===== src/rtl/mult_div_32b.sv =====
// mult_div_32b: iterative 32-bit MULT/MULTU/DIV/DIVU unit with HI/LO registers and MTHI/MTLO writes.
// One shift-add or restoring shift-subtract step per clock; signs are fixed up in a final cycle.
module mult_div_32b #(
    parameter int ITER = 32
) (
    input  logic        clk,
    input  logic        rst,
    input  logic        start,
    input  logic [1:0]  op,
    input  logic [31:0] A,
    input  logic [31:0] B,
    input  logic        mthi,
    input  logic        mtlo,
    output logic [31:0] HI,
    output logic [31:0] LO,
    output logic        busy,
    output logic        done,
    output logic        div_by_zero
);
    typedef enum logic [1:0] {IDLE, RUN, FIX} state_t;
    state_t      state_q;
    logic [63:0] acc_q, acc_d;
    logic [31:0] a_q, a_d, b_q, b_d, hi_q, lo_q;
    logic [4:0]  cnt_q;
    logic        is_div_q, psign_q, rsign_q, dbz_q;
    logic        busy_q, done_q, dbz_out_q;
    logic [32:0] mul_sum, div_sh, div_diff;
    logic        div_ge;
    logic [63:0] prod_fix;
    logic [31:0] quot_fix, rem_fix;
    // Divide: acc holds {rem, quot}; dividend bits stream in from the top of a_q.
    always_comb begin
        mul_sum  = {1'b0, acc_q[63:32]} + (b_q[0] ? {1'b0, a_q} : 33'd0);
        div_sh   = {acc_q[63:32], a_q[31]};
        div_diff = div_sh - {1'b0, b_q};
        div_ge   = div_sh >= {1'b0, b_q};
        acc_d    = is_div_q ? {(div_ge ? div_diff[31:0] : div_sh[31:0]), acc_q[30:0], div_ge}
                            : {mul_sum, acc_q[31:1]};
        a_d      = is_div_q ? {a_q[30:0], 1'b0} : a_q;
        b_d      = is_div_q ? b_q : {1'b0, b_q[31:1]};
        prod_fix = psign_q ? -acc_q : acc_q;
        quot_fix = psign_q ? -acc_q[31:0] : acc_q[31:0];
        rem_fix  = rsign_q ? -acc_q[63:32] : acc_q[63:32];
    end
    always_ff @(posedge clk or posedge rst) begin
        if (rst) begin
            state_q   <= IDLE;
            acc_q     <= '0;
            a_q       <= '0;
            b_q       <= '0;
            hi_q      <= '0;
            lo_q      <= '0;
            cnt_q     <= '0;
            is_div_q  <= 1'b0;
            psign_q   <= 1'b0;
            rsign_q   <= 1'b0;
            dbz_q     <= 1'b0;
            busy_q    <= 1'b0;
            done_q    <= 1'b0;
            dbz_out_q <= 1'b0;
        end else begin
            case (state_q)
                IDLE: begin
                    done_q    <= 1'b0;
                    dbz_out_q <= 1'b0;
                    if (start) begin
                        a_q      <= (op[0] && A[31]) ? -A : A;
                        b_q      <= (op[0] && B[31]) ? -B : B;
                        psign_q  <= op[0] & (A[31] ^ B[31]);
                        rsign_q  <= op[0] & A[31];
                        is_div_q <= op[1];
                        dbz_q    <= op[1] && (B == 32'd0);
                        acc_q    <= '0;
                        cnt_q    <= '0;
                        busy_q   <= 1'b1;
                        state_q  <= RUN;
                    end else begin
                        if (mthi) hi_q <= A;
                        if (mtlo) lo_q <= A;
                    end
                end
                RUN: begin
                    acc_q <= acc_d;
                    a_q   <= a_d;
                    b_q   <= b_d;
                    cnt_q <= cnt_q + 5'd1;
                    if (cnt_q == 5'(ITER - 1)) state_q <= FIX;
                end
                FIX: begin
                    hi_q      <= is_div_q ? rem_fix : prod_fix[63:32];
                    lo_q      <= is_div_q ? quot_fix : prod_fix[31:0];
                    done_q    <= 1'b1;
                    dbz_out_q <= dbz_q;
                    busy_q    <= 1'b0;
                    state_q   <= IDLE;
                end
                default: state_q <= IDLE;
            endcase
        end
    end
    assign HI          = hi_q;
    assign LO          = lo_q;
    assign busy        = busy_q;
    assign done        = done_q;
    assign div_by_zero = dbz_out_q;
endmodule

===== config.mk =====
export PLATFORM = sky130hd
export DESIGN_NAME = mult_div_32b
export DESIGN_NICKNAME = d
export VERILOG_FILES = /design/src/rtl/mult_div_32b.sv
export SDC_FILE = /design/constraint.sdc
export NUM_CORES = 1
export LEC_CHECK = 0
export BUFFER_PORTS_ARGS = -buffer_cell sky130_fd_sc_hd__buf_2
export CAP_MARGIN = 5
export CELL_PAD_IN_SITES_DETAIL_PLACEMENT = 1
export CELL_PAD_IN_SITES_GLOBAL_PLACEMENT = 1
export CORE_ASPECT_RATIO = 0.7
export CORE_MARGIN = 3
export CORE_UTILIZATION = 46
export DETAILED_ROUTE_END_ITERATION = 12
export GPL_TIMING_DRIVEN = 0
export PLACE_DENSITY = 0.89
export SYNTH_ARGS = -nofsm -noshare
export SYNTH_HDL_FRONTEND = slang
export SYNTH_SLANG_ARGS = --single-unit

===== constraint.sdc =====
create_clock -name clk -period 7.6 [get_ports clk]
set_input_delay 1.14 -clock clk [delete_from_list [all_inputs] [get_ports clk]]
set_output_delay 1.14 -clock clk [all_outputs]
set_load 0.01 [all_outputs]

* Yosys cells after proc, flatten, opt, wreduce, memory -nomap -nowiden *
Cells that the tools add are included.
W data, S select, Z words.

word-level totals
  output and inout port bits = 67
  register bits = 206

cells by class
  magnitude comparators = 1
  equal/unequal tests = 10
  bitwise logic cells = 3
  reductions and logical operators = 15
  muxes and demuxes = 33
  add/subtract/negate cells = 8

operators by type and width
  kind                   number
  $mux W32               16
  $pmux W32 S2           4
  $mux W64               3
  $neg A32 Y32           4
  $pmux W64 S2           1
  $neg A64 Y64           1
  $add A32 B32 Y33       1
  $ge A33 B32 Y1         1
  $logic_not A32 Y1      1
  $sub A32 B32 Y32       1
  $ne A2 B2 Y1 const B   7
  $reduce_and A3 Y1      4
  $pmux W5 S2            1
  $reduce_and A2 Y1      4
  $pmux W1 S2            3
  $add A5 B1 Y5 const B  1
  $eq A5 B5 Y1 const B   1
  $mux W5                1
  $mux W2                2
  $pmux W2 S2            1
  $reduce_bool A2 Y1     2
  $logic_and A1 B1 Y1    3
  $and A1 B1 Y1          2
  $eq A2 B1 Y1 const B   1
  4 further kinds        4

* Depth between registers and ports, before layout *
Gate-level depths: netlist (run 1).

  depth after elaboration = 4
  gate-level depth with buffers = 14

* Worst setup path after synthesis (run 1) *
No wires, ideal clock.

  path type = input port to flip-flop
  start = input port B[7]
  end = register b_q[30]
  required time = 7.462 ns
  path slack = 3.956 ns
  stages on the path = 9
  setup time = 0.138 ns
  data arrival time = 3.506 ns
  path through = or4_4 > or3_4 > or4_4 > nor3b_4 > nand2_2 > nor4b_4 > a21oi_1 > xnor2_1 > o221ai_1

between the ends
  word-level cells in the longest chain between the ends = 4

ends and longest elaborated chain
  element               line  source
  from (decl)           11    input logic [31:0] B,
  $neg A32 Y32          68    b_q <= (op[0] && B[31]) ? -B : B;
  $mux W32              68
  $mux W32              66    if (start) begin
  $pmux W32 S2          62    case (state_q)
  to (signal assigned)  68
  to (decl)             23    logic [31:0] a_q, a_d, b_q, b_d, hi_q, lo_q;

No other way between the ends. The select of a mux whose other input is x is not followed.
A chain may end at the register's enable or synchronous reset.

* Worst setup path in the final report (run 1) *
  start = register b_q[0]
  end = register acc_q[60]

between the ends
  word-level cells in the longest chain between the ends = 4
  elaborated cells on any way between the ends = 7

ends and longest elaborated chain
  element                                              line    source
  $mux W32 (tied with other cells)                     33      mul_sum = {1'b0, acc_q[63:32]} + (b_q[0] ? {1'b0, a_q} : 33'd0);
  $add A32 B32 Y33 / $mux W32 (equally long branches)  33, 37
  $mux W64 (*)                                         37      acc_d = is_div_q ? {(div_ge ? div_diff[31:0] : div_sh[31:0]), acc_q[30:0], div_ge}
  $pmux W64 S2 (*)                                     62
  to (signal assigned)                                 48      acc_q <= '0;
  to (signal assigned)                                 73      acc_q <= '0;
  to (signal assigned)                                 83      acc_q <= acc_d;
  to (decl)                                            22      logic [63:0] acc_q, acc_d;

Every way passes the cells marked *; elsewhere a longest branch is shown, timed or not.

==> results of run 1 <==
## kinds of logic after synthesis
kind of cell / Yosys count / synth area share (%)
muxes: 96 / 6.07
DFF: 206 / 32.6
AOI/OAI and AO/OA: 621 / 23.4
buffers and inverters: 185 / 4.73
xor gates and xnor gates: 168 / 9.30
and+or+nand+nor: 582 / 18.1
adders and majority gates: 73 / 5.87
## final timing paths
check	to	slack (ns)	cells past startpoint
min	done$_DFFE_PP0P_	0.51	1
min reg2reg	done$_DFFE_PP0P_	0.51	1
max	acc_q[60]$_DFFE_PP0P_	3.11	12
min in group asynchronous	LO[24]$_DFFE_PP0P_	0.63	2
max reg2reg	acc_q[60]$_DFFE_PP0P_	3.11	12
max in group asynchronous	b_q[4]$_DFFE_PP0P_	5.80	4
## cell usage in the layout (no fill, tap or decap), types with 13 or more instances in the layout
master       n
buf_1       15
nor4_1      17
o22ai_1     13
and2_1      39
xnor2_1     93
nor3_1      26
a31oi_1     13
o211ai_1    28
nand3_1     68
a22oi_1     15
clkbuf_16   23
buf_2      140
mux2i_1     96
nand2_1    199
a211oi_1    18
dfrtp_1    206
xor2_1      75
nand2b_1    15
or3_1       24
nor2b_1     18
inv_1       61
a21oi_1    138
nor2_1     113
o31ai_1     21
a21o_1      28
o21ai_0    266
clkbuf_1    97
ha_1        71
## state kept, by name, summed over array words and instances (netlist names), 2 cells and up
| signal | count |
|---|---|
| HI | 32 |
| LO | 32 |
| a_q | 32 |
| acc_q | 64 |
| b_q | 32 |
| cnt_q | 5 |
| state_q | 2 |
## cell type report
class,count,area share [%]
multi-input combinational,1540,55.2
sequential,206,28.7
timing repair buffer,138,4.09
clock buffer,29,3.61
tap,464,3.23
buffer,122,2.85
inverter,63,1.36
clock inverter,13,0.961
antenna,1,0.0139
## Yosys cell counts (10+ instances only)
cell        n
o21ai_0   266
dfrtp_1   206
nand2_1   199
a21oi_1   138
nor2_1    113
clkbuf_1   96
mux2i_1    96
xnor2_1    93
xor2_1     75
ha_1       71
nand3_1    68
inv_1      62
and2_1     39
a21o_1     28
o211ai_1   28
nor3_1     26
or3_1      24
o31ai_1    21
a211oi_1   18
nor2b_1    18
nor4_1     17
a22oi_1    15
buf_1      15
nand2b_1   15
a31oi_1    13
o22ai_1    13
and3_1     12
o41ai_1    12
or4_1      10
## layer usage
| metal | routed length, um | vias to the layer above |
|---|---|---|
| met1 | 29600 | 8414 |
| met4 | 1960 | 0 |
| li1 | - | 7269 |
| met5 | 0 | - |
| met2 | 27400 | 838 |
| met3 | 7190 | 146 |
## power groups by stage
| stage | Sequential, mW | Clock [mW] | Combinational [mW] |
|---|---|---|---|
| after global routing | 2.26 | 1.31 | 6.62 |
| after floorplan | 2.05 | 0 | 3.98 |
| after CTS | 2.19 | 1.27 | 5.93 |
| after detailed placement | 2.19 | 0 | 5.85 |
| final | 2.21 | 1.27 | 6.11 |
| after global placement | 2.16 | 0 | 5.58 |
## worst max-delay path, delay by kind of cell (launching register included)
| kind | cells | cell delay, ns |
|---|---|---|
| buffers and inverters | 1 | 0.56 |
| DFF | 1 | 0.58 |
| muxes | 1 | 0.13 |
| adders and majority gates | 1 | 0.25 |
| AOI/OAI and AO/OA | 5 | 1.49 |
| and+or+nand+nor | 4 | 1.33 |
==> results.json, run 1 <==
{
  "pwr_density_cell_mw_per_mm2": 534,
  "post-route-util_pct": 53.3,
  "io_pins": 138,
  "drt_iter0_drc": 1925,
  "worst_slew_pin_slew_ns": 1.35,
  "place_hpwl_mm": 50.3,
  "place_congestion": 1.02,
  "multi_input_area_mm2": 0.00992,
  "die_x_um": 228,
  "remaining_drc_errors": 0,
  "synth-async-reset-ratio_pct": 100,
  "holdWs_ns": 0.513,
  "nets": 2238,
  "antenna_found_initial": 0,
  "grt_pass1_vias": 16779,
  "yosysSeqAreaShare_pct": 32.6,
  "place_area_mm2": 0.0171,
  "path_clk_slew_ns": 0.07,
  "max_freq_mhz": 223,
  "grt_max_degree": 77,
  "dieArea_mm2": 0.0367,
  "cts_setup_buffers": 0,
  "drv_cap": 0,
  "cts.path.max_buffers": 3,
  "synthToLayoutAreaGrowth_pct": 13.6,
  "setup_violations": 0,
  "layoutNonFillerInstCount": 2576,
  "cp-start-kind": "flop",
  "cp_max_fo": 10,
  "cts_htree_levels": 1,
  "total_power_mw": 9.59,
  "drive_above_1_share_pct": 10.2,
  "outcome": "finished clean",
  "clockRootBuffer": "clkbuf_16",
  "post_cts_resized": 0,
  "internal-power_mw": 4.53,
  "power.sequential.fraction_pct": 23.1,
  "syn_inst": 1931,
  "avgRoutedWirePerCell_um": 25.7,
  "track_usage_pct": 35.6,
  "period_minus_slack_ns": 4.49,
  "grtUsageMet2_pct": 50.6,
  "fin_ws_ns": 3.11,
  "rows": 56,
  "synth_top_cell_by_area": "dfrtp_1",
  "pre_cts_ws_ns": 3.03,
  "hold_buffers": 0,
  "fin_tns_setup_ns": 0,
  "crit_path_cell_trace": "clkbuf_1, and2_1, ha_1, a211oi_1, o311ai_0, nand4_1, nand3_1, a21oi_1, nor4_1, mux2i_1, a221oi_1, o211ai_1",
  "combinationalPowerShare_pct": 63.7,
  "vias": 16667,
  "stdcell_area_mm2": 0.0180,
  "cp_data_arrival_time_ns": 4.89,
  "hold_violations": 0,
  "synth_edf_count": 0,
  "synth_flop_cell": "dfrtp_1",
  "firstDrtPassIters": 5,
  "p_switching_mw": 5.07,
  "max-vdd-ir-drop_uv": 250,
  "ys_top_cells_by_area": "dfrtp_1 (33%), o21ai_0 (8.4%), mux2i_1 (6.1%)",
  "grtUsageMet3_pct": 10.2,
  "crit_required_ns": 7.99,
  "max-slew-margin-rel_pct": 8.43,
  "wl_mm": 66.2,
  "start_util_pct": 46.9,
  "crit_slowest_cell": "o311ai_0",
  "cts.sinks": 206,
  "nFillCells": 4181,
  "grt_first_pass_wirelength_mm": 101,
  "finClkSkew_ns": 0.0127,
  "clkLatencyLatePin_ns": 0.55,
  "regToRegStartpoint": "b_q[0]$_DFFE_PP0P_",
  "ant_nets": 0,
  "ys_ff_latch": 206,
  "cp-startpoint": "b_q[0]$_DFFE_PP0P_",
  "grt-ovfl-total": 0,
  "regArea_mm2": 0.00515,
  "cts_made_buffers": 23,
  "syn-num-nets": 2075,
  "switching_share_pct": 52.8,
  "p_leak_nw": 7.44,
  "max_stage_delay_ns": 0.78,
  "avgSynthCellArea_um2": 8.19,
  "via_per_inst": 6.47,
  "hold_path_class": "flop to flop",
  "yosysTopAreaCellShare_pct": 32.6,
  "ys_types": 72,
  "busiest_layer": "met1",
  "min_from": "done$_DFFE_PP0P_",
  "critical_path_class": "flop to flop",
  "cts_tree": "yes",
  "yosys_warnings": 0,
  "port_buffers": 136,
  "die_height_um": 161,
  "syn_area_mm2": 0.0158,
  "drv_slew": 0,
  "endpoint_kind": "flop",
  "pwr-share-clk_pct": 13.2,
  "fin_crit_sh_pct": 59.1,
  "core_mm2": 0.0337,
  "placedCellCount": 2533,
  "grt_setup_unrepaired": "false",
  "gr-usage-met1_pct": 52.7
}
Power figures use the tool's default switching activity.
==> inputs of run 2 (changes only) <==
Settings changed: ABC_AREA set to 1, CORE_UTILIZATION 46 to 39, PLACE_DENSITY 0.89 to 0.86.
Clock period 7.6 ns to 3.8 ns, I/O delays scaled along.
==> results.json, run 2 <==
{
  "syn_area_mm2": 0.0184,
  "multi_input_area_mm2": 0.0113,
  "pwr_density_cell_mw_per_mm2": 1130,
  "avgSynthCellArea_um2": 6.14,
  "ys_ff_latch": 206,
  "regMostFlops": "acc_q",
  "setup_violations": 0,
  "placedCellCount": 3741,
  "critical_path_class": "flop to flop",
  "avgRoutedWirePerCell_um": 25.8,
  "io_pins": 138,
  "outcome": "finished clean",
  "clkLatencyLatePin_ns": 0.60,
  "endpoint_kind": "flop",
  "cp_data_arrival_time_ns": 4.01,
  "grt-ovfl-total": 0,
  "cts_setup_buffers": 0,
  "ys_top_cells_by_area": "dfrtp_1 (28%), nand2_1 (20%), inv_1 (7.7%)",
  "max-vdd-ir-drop_uv": 499,
  "p_switching_mw": 14.0,
  "drv_cap": 0,
  "cts.path.max_buffers": 3,
  "cts_tree": "yes",
  "nets": 3310,
  "ys_types": 51,
  "hold_violations": 0,
  "yosysMostFrequentCell": "nand2_1",
  "via_per_inst": 5.96,
  "track_usage_pct": 38.3,
  "post-route-util_pct": 45.4,
  "grtUsageMet2_pct": 49.9,
  "stdcell_area_mm2": 0.0208,
  "firstDrtPassIters": 6,
  "period_minus_slack_ns": 3.53,
  "fin_crit_sh_pct": 93.0,
  "port_buffers": 137,
  "place_congestion": 1.07,
  "total_power_mw": 23.5,
  "gr-usage-met1_pct": 58.5,
  "place_area_mm2": 0.0199,
  "synth-async-reset-ratio_pct": 100,
  "grtUsageMet3_pct": 15.8,
  "start_util_pct": 40.2,
  "worst_slew_pin_slew_ns": 1.12,
  "regArea_mm2": 0.00515,
  "synth_flop_cell": "dfrtp_1",
  "switching_share_pct": 59.5,
  "pwr-share-clk_pct": 11.2,
  "antenna_found_initial": 7,
  "internal-power_mw": 9.53,
  "dieArea_mm2": 0.0498,
  "die_height_um": 188,
  "holdWs_ns": 0.329,
  "wl_mm": 97.6,
  "clockRootBuffer": "clkbuf_16",
  "fin_ws_ns": 0.266,
  "fin_tns_setup_ns": 0,
  "grt_pass1_vias": 22117,
  "drt_iter0_drc": 2609,
  "max-slew-margin-rel_pct": 25.3,
  "cp-start-kind": "flop",
  "ant_nets": 0,
  "grt_max_degree": 42,
  "cp_max_fo": 10,
  "path_clk_slew_ns": 0.07,
  "grt_setup_unrepaired": "false",
  "nFillCells": 6296,
  "cts_htree_levels": 1,
  "yosysTopAreaCellShare_pct": 28.0,
  "yosysSeqAreaShare_pct": 28.0,
  "rows": 65,
  "p_leak_nw": 10.5,
  "synth_top_cell_by_area": "dfrtp_1",
  "final_cell_mix": "nand2_1 (983), inv_1 (378), nor2_1 (318)",
  "place_hpwl_mm": 80.6,
  "finClkSkew_ns": 0.0283,
  "power.sequential.fraction_pct": 19.5,
  "combinationalPowerShare_pct": 69.2,
  "syn_inst": 2996,
  "core_mm2": 0.0458,
  "cts.sinks": 206,
  "synth_edf_count": 0,
  "cts_made_buffers": 25,
  "layout_commonest_cell": "nand2_1",
  "die_x_um": 266,
  "drv_slew": 0,
  "yosys_warnings": 0,
  "max_freq_mhz": 283,
  "yosys-top-cells-count": "nand2_1 (983), inv_1 (379), nor2_1 (318)",
  "hold_path_class": "input port to flop",
  "drive_above_1_share_pct": 7.79,
  "grt_first_pass_wirelength_mm": 144,
  "largest_register_ffs": 64,
  "vias": 22606,
  "pre_cts_ws_ns": 0.281,
  "remaining_drc_errors": 0,
  "syn-num-nets": 3140,
  "busiest_layer": "met1",
  "crit_required_ns": 4.28,
  "layoutNonFillerInstCount": 3790,
  "synthToLayoutAreaGrowth_pct": 13.2
}
[run 2: final timing paths]
| check | start | to | slack, ns | cells past startpoint |
|---|---|---|---|---|
| setup / recovery | b_q[0]$_DFFE_PP0P_ | acc_q[45]$_DFFE_PP0P_ | 0.27 | 13 |
| hold / removal | B[0] | b_q[0]$_DFFE_PP0P_ | 0.33 | 3 |
| setup reg to reg | b_q[0]$_DFFE_PP0P_ | acc_q[45]$_DFFE_PP0P_ | 0.27 | 13 |
| hold reg to reg | done$_DFFE_PP0P_ | done$_DFFE_PP0P_ | 0.48 | 2 |
| max in group asynchronous | rst | acc_q[63]$_DFFE_PP0P_ | 2.43 | 5 |
| min in group asynchronous | rst | div_by_zero$_DFFE_PP0P_ | 0.52 | 3 |
[run 2: logic make-up after synthesis]
logic type | count (synthesis) | share of synthesized area [%]
muxes | 1 | 0.0612
xor gates and xnor gates | 56 | 2.67
buffers and inverters | 488 | 10.3
AOI/OAI and AO/OA | 530 | 17.2
DFF | 206 | 28.0
and+or+nand+nor | 1642 | 36.7
adders and majority gates | 73 | 5.05
[run 2: cell type report]
type	instances	area share [%]
tap	603	3.63
multi-input combinational	2302	54.5
inverter	389	7.03
clock buffer	28	3.16
antenna	2	0.0240
clock inverter	18	1.00
timing repair buffer	143	3.82
buffer	99	2.07
sequential	206	24.8
[run 2: power by group through the flow]
stage	Clock, mW	Combinational, mW	Sequential, mW
after floorplan	0	10.2	4.11
after global placement	0	15.2	4.51
after detailed placement	0	15.6	4.54
after CTS	2.64	15.8	4.52
after global routing	2.74	17.7	4.65
final	2.65	16.3	4.60
[run 2: worst max-delay path, stage by stage (launching register included)]
cell and delay (ns):
dfrtp_1 0.54, clkbuf_1 0.35, nand2_1 0.11, inv_1 0.10
ha_1 0.27, nand2_1 0.28, inv_1 0.07, a21oi_1 0.45
nand3_1 0.46, nand2_1 0.16, nand2_1 0.19, xor2_1 0.21
a22oi_1 0.17, nand2_1 0.08
[run 2: timing repair]
| action | 4_1_cts | 5_1_grt |
|---|---|---|
| hold endpoints to repair | 10 | 0 |
| endpoints found under the setup margin | 0 | 5 |
| hold buffers | 1 | 0 |
| resized for setup | 0 | 3 |
[run 2: per-layer routing]
metal | share of wire (%) | up-vias
li1 | - | 10105
met1 | 47 | 11226
met2 | 37 | 1129
met3 | 14 | 138
met4 | 1.8 | 8
met5 | 0.049 | -
